## config.mk

```make
export PLATFORM = sky130hd
export DESIGN_NAME = stack_seq
export DESIGN_NICKNAME = d
export VERILOG_FILES = /design/src/rtl/stack_seq_pkg.sv /design/src/rtl/stack_seq.sv
export SDC_FILE = /design/constraint.sdc
export NUM_CORES = 1
export LEC_CHECK = 0
export CORE_ASPECT_RATIO = 0.5
export CORE_MARGIN = 2
export CORE_UTILIZATION = 45
export CTS_CLUSTER_SIZE = 14
export DETAILED_ROUTE_END_ITERATION = 16
export HOLD_SLACK_MARGIN = 0.12
export MAX_ROUTING_LAYER = met4
export PLACE_DENSITY = 0.85
export REMOVE_ABC_BUFFERS = 1
export SYNTH_ARGS = -nofsm -noshare
export SYNTH_HDL_FRONTEND = slang
export SYNTH_SLANG_ARGS = --single-unit
```

## constraint.sdc

```tcl
create_clock -name clock -period 2.1 [get_ports clock]
set_input_delay 0.42 -clock clock [delete_from_list [all_inputs] [get_ports clock]]
set_output_delay 0.42 -clock clock [all_outputs]
set_load 0.02 [all_outputs]
```

## src/rtl/stack_seq_pkg.sv

```systemverilog
// stack_seq_pkg: SP select codes shared with the SP unit and the sequencer state encoding
package stack_seq_pkg;
  localparam logic [2:0] SP_SEL_HOLD = 3'd0;
  localparam logic [2:0] SP_SEL_INCR = 3'd1;
  localparam logic [2:0] SP_SEL_DECR = 3'd2;
  localparam logic [2:0] SP_SEL_TEMP = 3'd3;
  localparam logic [2:0] SP_SEL_REL  = 3'd4;
  typedef enum logic [2:0] {
    IDLE    = 3'd0,
    PUSH_HI = 3'd1,
    PUSH_LO = 3'd2,
    POP_LO  = 3'd3,
    POP_HI  = 3'd4
  } state_t;
endpackage

```

## src/rtl/stack_seq.sv

```systemverilog
// stack_seq: splits 16-bit PUSH/POP into two byte transactions, steering the SP unit around each byte
module stack_seq
  import stack_seq_pkg::*;
(
  input  logic        clock,
  input  logic        reset,
  input  logic        cmd_valid,
  input  logic        cmd_push,
  input  logic [15:0] cmd_data,
  output logic        cmd_ready,
  output logic        cmd_done,
  output logic [15:0] pop_data,
  input  logic [15:0] sp,
  output logic [2:0]  sp_sel,
  output logic        mem_req,
  output logic        mem_we,
  output logic [15:0] mem_addr,
  output logic [7:0]  mem_wdata,
  input  logic [7:0]  mem_rdata,
  input  logic        mem_ack
);
  state_t      r_state;
  logic [15:0] r_payload;
  logic [7:0]  r_lo;
  logic        r_done;
  logic [15:0] r_pop_data;
  logic        w_accept;
  logic        w_pop;
  assign cmd_ready = r_state == IDLE;
  assign cmd_done  = r_done;
  assign pop_data  = r_pop_data;
  assign w_accept  = cmd_valid && cmd_ready;
  assign w_pop     = r_state == POP_LO || r_state == POP_HI;
  assign mem_req   = r_state != IDLE;
  assign mem_we    = r_state == PUSH_HI || r_state == PUSH_LO;
  assign mem_addr  = mem_req ? sp : 16'h0000;
  assign mem_wdata = r_state == PUSH_HI ? r_payload[15:8] :
                     r_state == PUSH_LO ? r_payload[7:0] : 8'h00;
  // SP moves before each push byte and after each pop byte, so every state sees the adjusted SP
  always_comb begin
    sp_sel = SP_SEL_HOLD;
    if (!reset)
      sp_sel = (w_accept && cmd_push) || (r_state == PUSH_HI && mem_ack) ? SP_SEL_DECR :
               w_pop && mem_ack ? SP_SEL_INCR : SP_SEL_HOLD;
  end
  always_ff @(posedge clock) begin
    if (reset) begin
      r_state    <= IDLE;
      r_payload  <= 16'h0000;
      r_lo       <= 8'h00;
      r_done     <= 1'b0;
      r_pop_data <= 16'h0000;
    end else begin
      r_done <= 1'b0;
      case (r_state)
        IDLE: if (w_accept) begin
          r_payload <= cmd_push ? cmd_data : r_payload;
          r_state   <= cmd_push ? PUSH_HI : POP_LO;
        end
        PUSH_HI: if (mem_ack) r_state <= PUSH_LO;
        PUSH_LO: if (mem_ack) begin
          r_state <= IDLE;
          r_done  <= 1'b1;
        end
        POP_LO: if (mem_ack) begin
          r_lo    <= mem_rdata;
          r_state <= POP_HI;
        end
        POP_HI: if (mem_ack) begin
          r_pop_data <= {mem_rdata, r_lo};
          r_state    <= IDLE;
          r_done     <= 1'b1;
        end
        default: r_state <= IDLE;
      endcase
    end
  end
endmodule

```

Yosys cells after proc, flatten, opt, wreduce, memory -nomap -nowiden

Cells that the tools add are included.

Flip-flop bits (word level): 44
Input port bits: 45
Word-level logic and storage cells: 42
Output and inout port bits: 47

Multiplexer cells: 13
Reduce and logical (&&, ||, !) cells: 15
Eq/ne operators: 8
Bitwise logic cells: 1

Operators with widths:

| cell                                                   | count |
|---|---|
| two-way mux 16 bit                                     | 1 |
| two-way mux 8 bit                                      | 2 |
| two-way mux 3 bit                                      | 4 |
| one-hot mux 3 bit (4 select lines)                     | 1 |
| equality test 3 x 2 -> 1 bit (second input constant)   | 2 |
| two-way mux 2 bit                                      | 3 |
| logical AND 1 bit                                      | 4 |
| inequality test 2 x 1 -> 1 bit (second input constant) | 2 |
| inequality test 2 bit (second input constant)          | 2 |
| AND reduction 2 bit                                    | 2 |
| AND reduction 4 bit                                    | 1 |
| OR reduction 2 bit                                     | 2 |
| equality test 3 x 1 -> 1 bit (second input constant)   | 1 |
| equality test 3 bit (second input constant)            | 1 |
| logical NOT 3 bit                                      | 1 |
| logical OR 1 bit                                       | 3 |
| AND reduction 3 bit                                    | 1 |
| nonzero test 3 bit                                     | 1 |
| two-way mux 1 bit                                      | 2 |
| NOT 1 bit                                              | 1 |

Depth between registers and ports, before layout

Depth in word-level cells: 6
Mapped depth: 6
Gate-level depth less buffers: 3

Worst setup path after synthesis

No wires, ideal clock.

Kind: register -> output
From: reg r_state[1]
To: out sp_sel[1]
Data arrival time: 1.403 ns
Stages on the path, launching flop included: 7
Data required time: 1.680 ns
Slack: 0.277 ns
Path buffers: 3
Cells stage by stage: dfxtp_1 > buf_6 > nor3_4 > clkbuf_2 > buf_6 > nand3_1 > a21oi_1

Longest elaborated chain between the ends: 6

RTL lines:

| what                     | RTL line        | text |
|---|---|---|
| start: declaration       | stack_seq.sv:22 | `state_t r_state;` |
| start signal: assignment | stack_seq.sv:58 | `r_state <= cmd_push ? PUSH_HI : POP_LO;` |
| logical NOT 3 bit        | stack_seq.sv:29 | `assign cmd_ready = r_state == IDLE;` |
| named net cmd_ready      | stack_seq.sv:10 | `output logic cmd_ready,` |
| logical AND 1 bit        | stack_seq.sv:32 | `assign w_accept = cmd_valid && cmd_ready;` |
| logical AND 1 bit        | stack_seq.sv:43 | `sp_sel = (w_accept && cmd_push) \|\| (r_state == PUSH_HI && mem_ack) ? SP_SEL_DECR :` |
| logical OR 1 bit         | stack_seq.sv:43 |  |
| two-way mux 2 bit        | stack_seq.sv:43 |  |
| two-way mux 2 bit        | stack_seq.sv:42 | `if (!reset)` |
| end: declaration         | stack_seq.sv:14 | `output logic [2:0] sp_sel,` |

The timed path passes the listed nets, and every way through them passes these cells.

Final worst setup path

From: reg r_state[0]
To: out mem_addr[4]

Longest elaborated chain between the ends: 2

RTL lines:

| what               | RTL line        | text |
|---|---|---|
| nonzero test 3 bit | stack_seq.sv:34 | `assign mem_req = r_state != IDLE;` |
| two-way mux 16 bit | stack_seq.sv:36 | `assign mem_addr = mem_req ? sp : 16'h0000;` |
| end: declaration   | stack_seq.sv:17 | `output logic [15:0] mem_addr,` |

No other way between the ends.

==> flow_metrics.py <==
metrics = {
    "cts": {
        "numCtsBuffers": 5,
        "cts_root_buf": "clkbuf_8",
        "clk_pin_slew_ns": 0.08,
        "cts_sinks": 44,
        "clk_latency_ns": 0.30,
        "htreeDepth": 2,
        "cts_tree": "yes",
        "clk_path_buf_depth": 2,
    },
    "power": {
        "vdd_drop_max_mv": 0.307,
        "power.total_mw": 1.98,
        "leakagePower_nw": 1.18,
        "power.density_nw_per_um2": 636,
    },
    "global_route": {
        "grt_busiest_layer": "met2",
        "grt_overflow": 0,
        "antenna_found_initial": 0,
        "grtUsageMet1_pct": 24.2,
        "grt_max_degree": 49,
        "grt_pass1_wl_mm": 8.16,
        "use_met3_pct": 6.00,
        "globalRouteTotalUtil_pct": 20.6,
        "grt_pass1_vias": 1769,
        "use_met2_pct": 36.5,
    },
    "logic_synthesis": {
        "syn_inst": 247,
        "synthDistinctLibCells": 32,
        "synth_area_sq_um": 2090,
        "synthTopCellsByCount": "nand2_1, dfxtp_1, nand2b_1, a21oi_1",
        "yosys.area.top_type": "dfxtp_1",
        "synth_seq_cells": 44,
        "yosys_warnings": 0,
        "yosysTopAreaCellShare_pct": 42.1,
        "yosysMostFrequentCell": "nand2_1",
        "synthArstFlopShare_pct": 0,
        "synth_edf_count": 0,
        "synth.yosys.seq_area_share_pct": 42.1,
        "synth_top_cells_by_area": "dfxtp_1, nand2b_1, nand2_1, mux2i_1, a21oi_1",
        "syn_area_per_cell_sq_um": 8.47,
        "synth-main-ff-cell": "dfxtp_1",
    },
    "timing": {
        "setup_viol": 0,
        "tns_ns": 0,
        "min_period_over_period_pct": 97.3,
        "skew_ns": 0.00734,
        "timing.final.ws_setup_ns": 0.0558,
        "hold_violations": 0,
        "whs_ns": 0.445,
        "fmax_mhz": 489,
        "drv_slew": 0,
        "min_period_ns": 2.04,
    },
    "layout": {
        "fillers": 352,
        "final_cell_area_sq_um": 3120,
        "synthToLayoutAreaGrowth_pct": 49.1,
        "fin_nets": 382,
        "antennaDiodeCount": 0,
        "drive_gt1_share_pct": 11.5,
        "multi_input_area_sq_um": 1050,
        "ff_latch_area_sq_um": 887,
    },
    "die": {
        "core_region_area_sq_um": 4450,
        "initial_utilization_pct": 47.1,
        "ioPinCount": 92,
        "dieArea_sq_um": 5250,
        "num_rows": 17,
        "die_h_microns": 52.2,
        "die_w_microns": 100,
    },
    "setup_path": {
        "critPathMaxFanout": 15,
        "end_kind": "primary output",
        "path_class": "reg2out",
        "rr_worst_depth": 5,
        "worst-endpoint-required_ns": 1.68,
        "reg2reg_from": "r_state[0]$_SDFFE_PP0P_",
        "setup.worst_path.start": "r_state[0]$_SDFFE_PP0P_",
        "start_kind": "flip-flop",
        "crit_arrival_ns": 1.62,
    },
    "placement": {
        "placed_area_sq_um": 3000,
        "io_buffers": 90,
        "pre_cts_ws_ns": -0.298,
        "dp_hpwl_mm": 3.74,
        "place.gp.congestion": 0.769,
    },
    "detailed_routing": {
        "antenna_left": 0,
        "drtIter0Drc": 44,
        "routed_wl_mm": 5.09,
        "avgViaCountPerCell": 4.87,
        "dr.pass1.iters": 5,
        "drc_errors": 0,
        "num_vias": 1922,
        "routedWlPerCell_microns": 12.9,
    },
    "outcome": {
        "outcome": "finished clean",
    },
    "worst_hold_path": {
        "hold_path_class": "in2reg",
        "hp-start": "reset",
        "hold_depth": 2,
    },
    "run": {
        "maxCapViolCount": 0,
    },
}
final timing paths:
check	end	slack, ns
max	mem_addr[4]	0.06
min	r_state[2]$_SDFFE_PP0P_	0.44
max reg2reg	r_payload[3]$_SDFFE_PP0P_	0.48
min reg2reg	pop_data[4]$_SDFFE_PP0P_	0.46
worst max-delay path, stage by stage (launching register included):
cell           delay (ns)
dfxtp_4              0.38
nor3_4               0.28
buf_4                0.16
buf_6                0.14
nor2b_1              0.05
dlygate4sd2_1        0.32
metrics by stage:
stage	utilization [%]	std cells
after detailed placement	67.5	383
final	70.2	395
after global routing	70.2	395
after CTS	69.9	393
after floorplan	-	223
after global placement	67.5	383
kinds of logic (layout without fill, tap and decap cells):
| group | count (synthesis) | count (layout) | share of synthesized area [%] |
|---|---|---|---|
| xor gates and xnor gates | 1 | 1 | 0.418 |
| other | 1 | 1 | 0.179 |
| muxes | 16 | 16 | 7.65 |
| DFF | 44 | 44 | 42.1 |
| and+or+nand+nor | 121 | 121 | 31.0 |
| AOI/OAI and AO/OA | 39 | 39 | 10.9 |
| buffers and inverters | 25 | 116 | 7.77 |
cell type report:
type	instances	share of cell area, %
inverter	1	0.120
clock inverter	2	1.24
timing repair buffer	107	31.6
tap	57	2.29
clock buffer	6	2.65
sequential	44	28.4
multi-input combinational	178	33.6
per-layer routing:
| layer | vias to the layer above | part of all wire [%] |
|---|---|---|
| met3 | 3 | 3.6 |
| met4 | 0 | 0.45 |
| met1 | 889 | 45 |
| li1 | 983 | - |
| met2 | 47 | 51 |
| met5 | - | 0 |
placed cells by master (no fill, tap or decap):
| cell | n |
|---|---|
| buf_2 | 1 |
| nor3b_1 | 1 |
| dfxtp_4 | 1 |
| o21ba_2 | 1 |
| nor2b_1 | 16 |
| dfxtp_2 | 2 |
| nand3_1 | 2 |
| nor4b_1 | 1 |
| nor2_1 | 10 |
| buf_6 | 1 |
| clkbuf_2 | 5 |
| a22oi_1 | 8 |
| bufinv_16 | 1 |
| clkinv_4 | 1 |
| clkdlybuf4s15_1 | 13 |
| clkdlybuf4s50_1 | 60 |
| nor3_1 | 1 |
| dfxtp_1 | 41 |
| buf_4 | 17 |
| nand4b_1 | 1 |
| inv_1 | 1 |
| and3_4 | 1 |
| dlygate4sd2_1 | 10 |
| nand2b_1 | 32 |
| nor3_4 | 1 |
| and4b_1 | 1 |
| a21oi_1 | 28 |
| and4bb_2 | 1 |
| mux2i_1 | 16 |
| xnor2_1 | 1 |
| a2111oi_1 | 1 |
| conb_1 | 1 |
| a211oi_1 | 1 |
| clkbuf_8 | 6 |
| nand2_1 | 48 |
| and2b_1 | 3 |
| nand4bb_1 | 1 |
| nand3b_1 | 1 |
registers in the layout (all words and copies together), names as in the netlist:
signal     cells
pop_data      16
r_state        3
r_lo           8
r_payload     16
cmd_done       1
report_power, final:
part | internal (mW) | switching, mW
Clock | 0.389 | 0.293
Sequential | 0.859 | 0.0207
Combinational | 0.224 | 0.198
timing repair:
item                       4_1_cts  5_1_grt
cloned                           0        0
pin swaps                        0        1
gates resized for setup         34       27
buffers inserted                 2        2
setup endpoints to repair       29       10
hold buffers                     0        0
(Power assumes the default switching activity.)
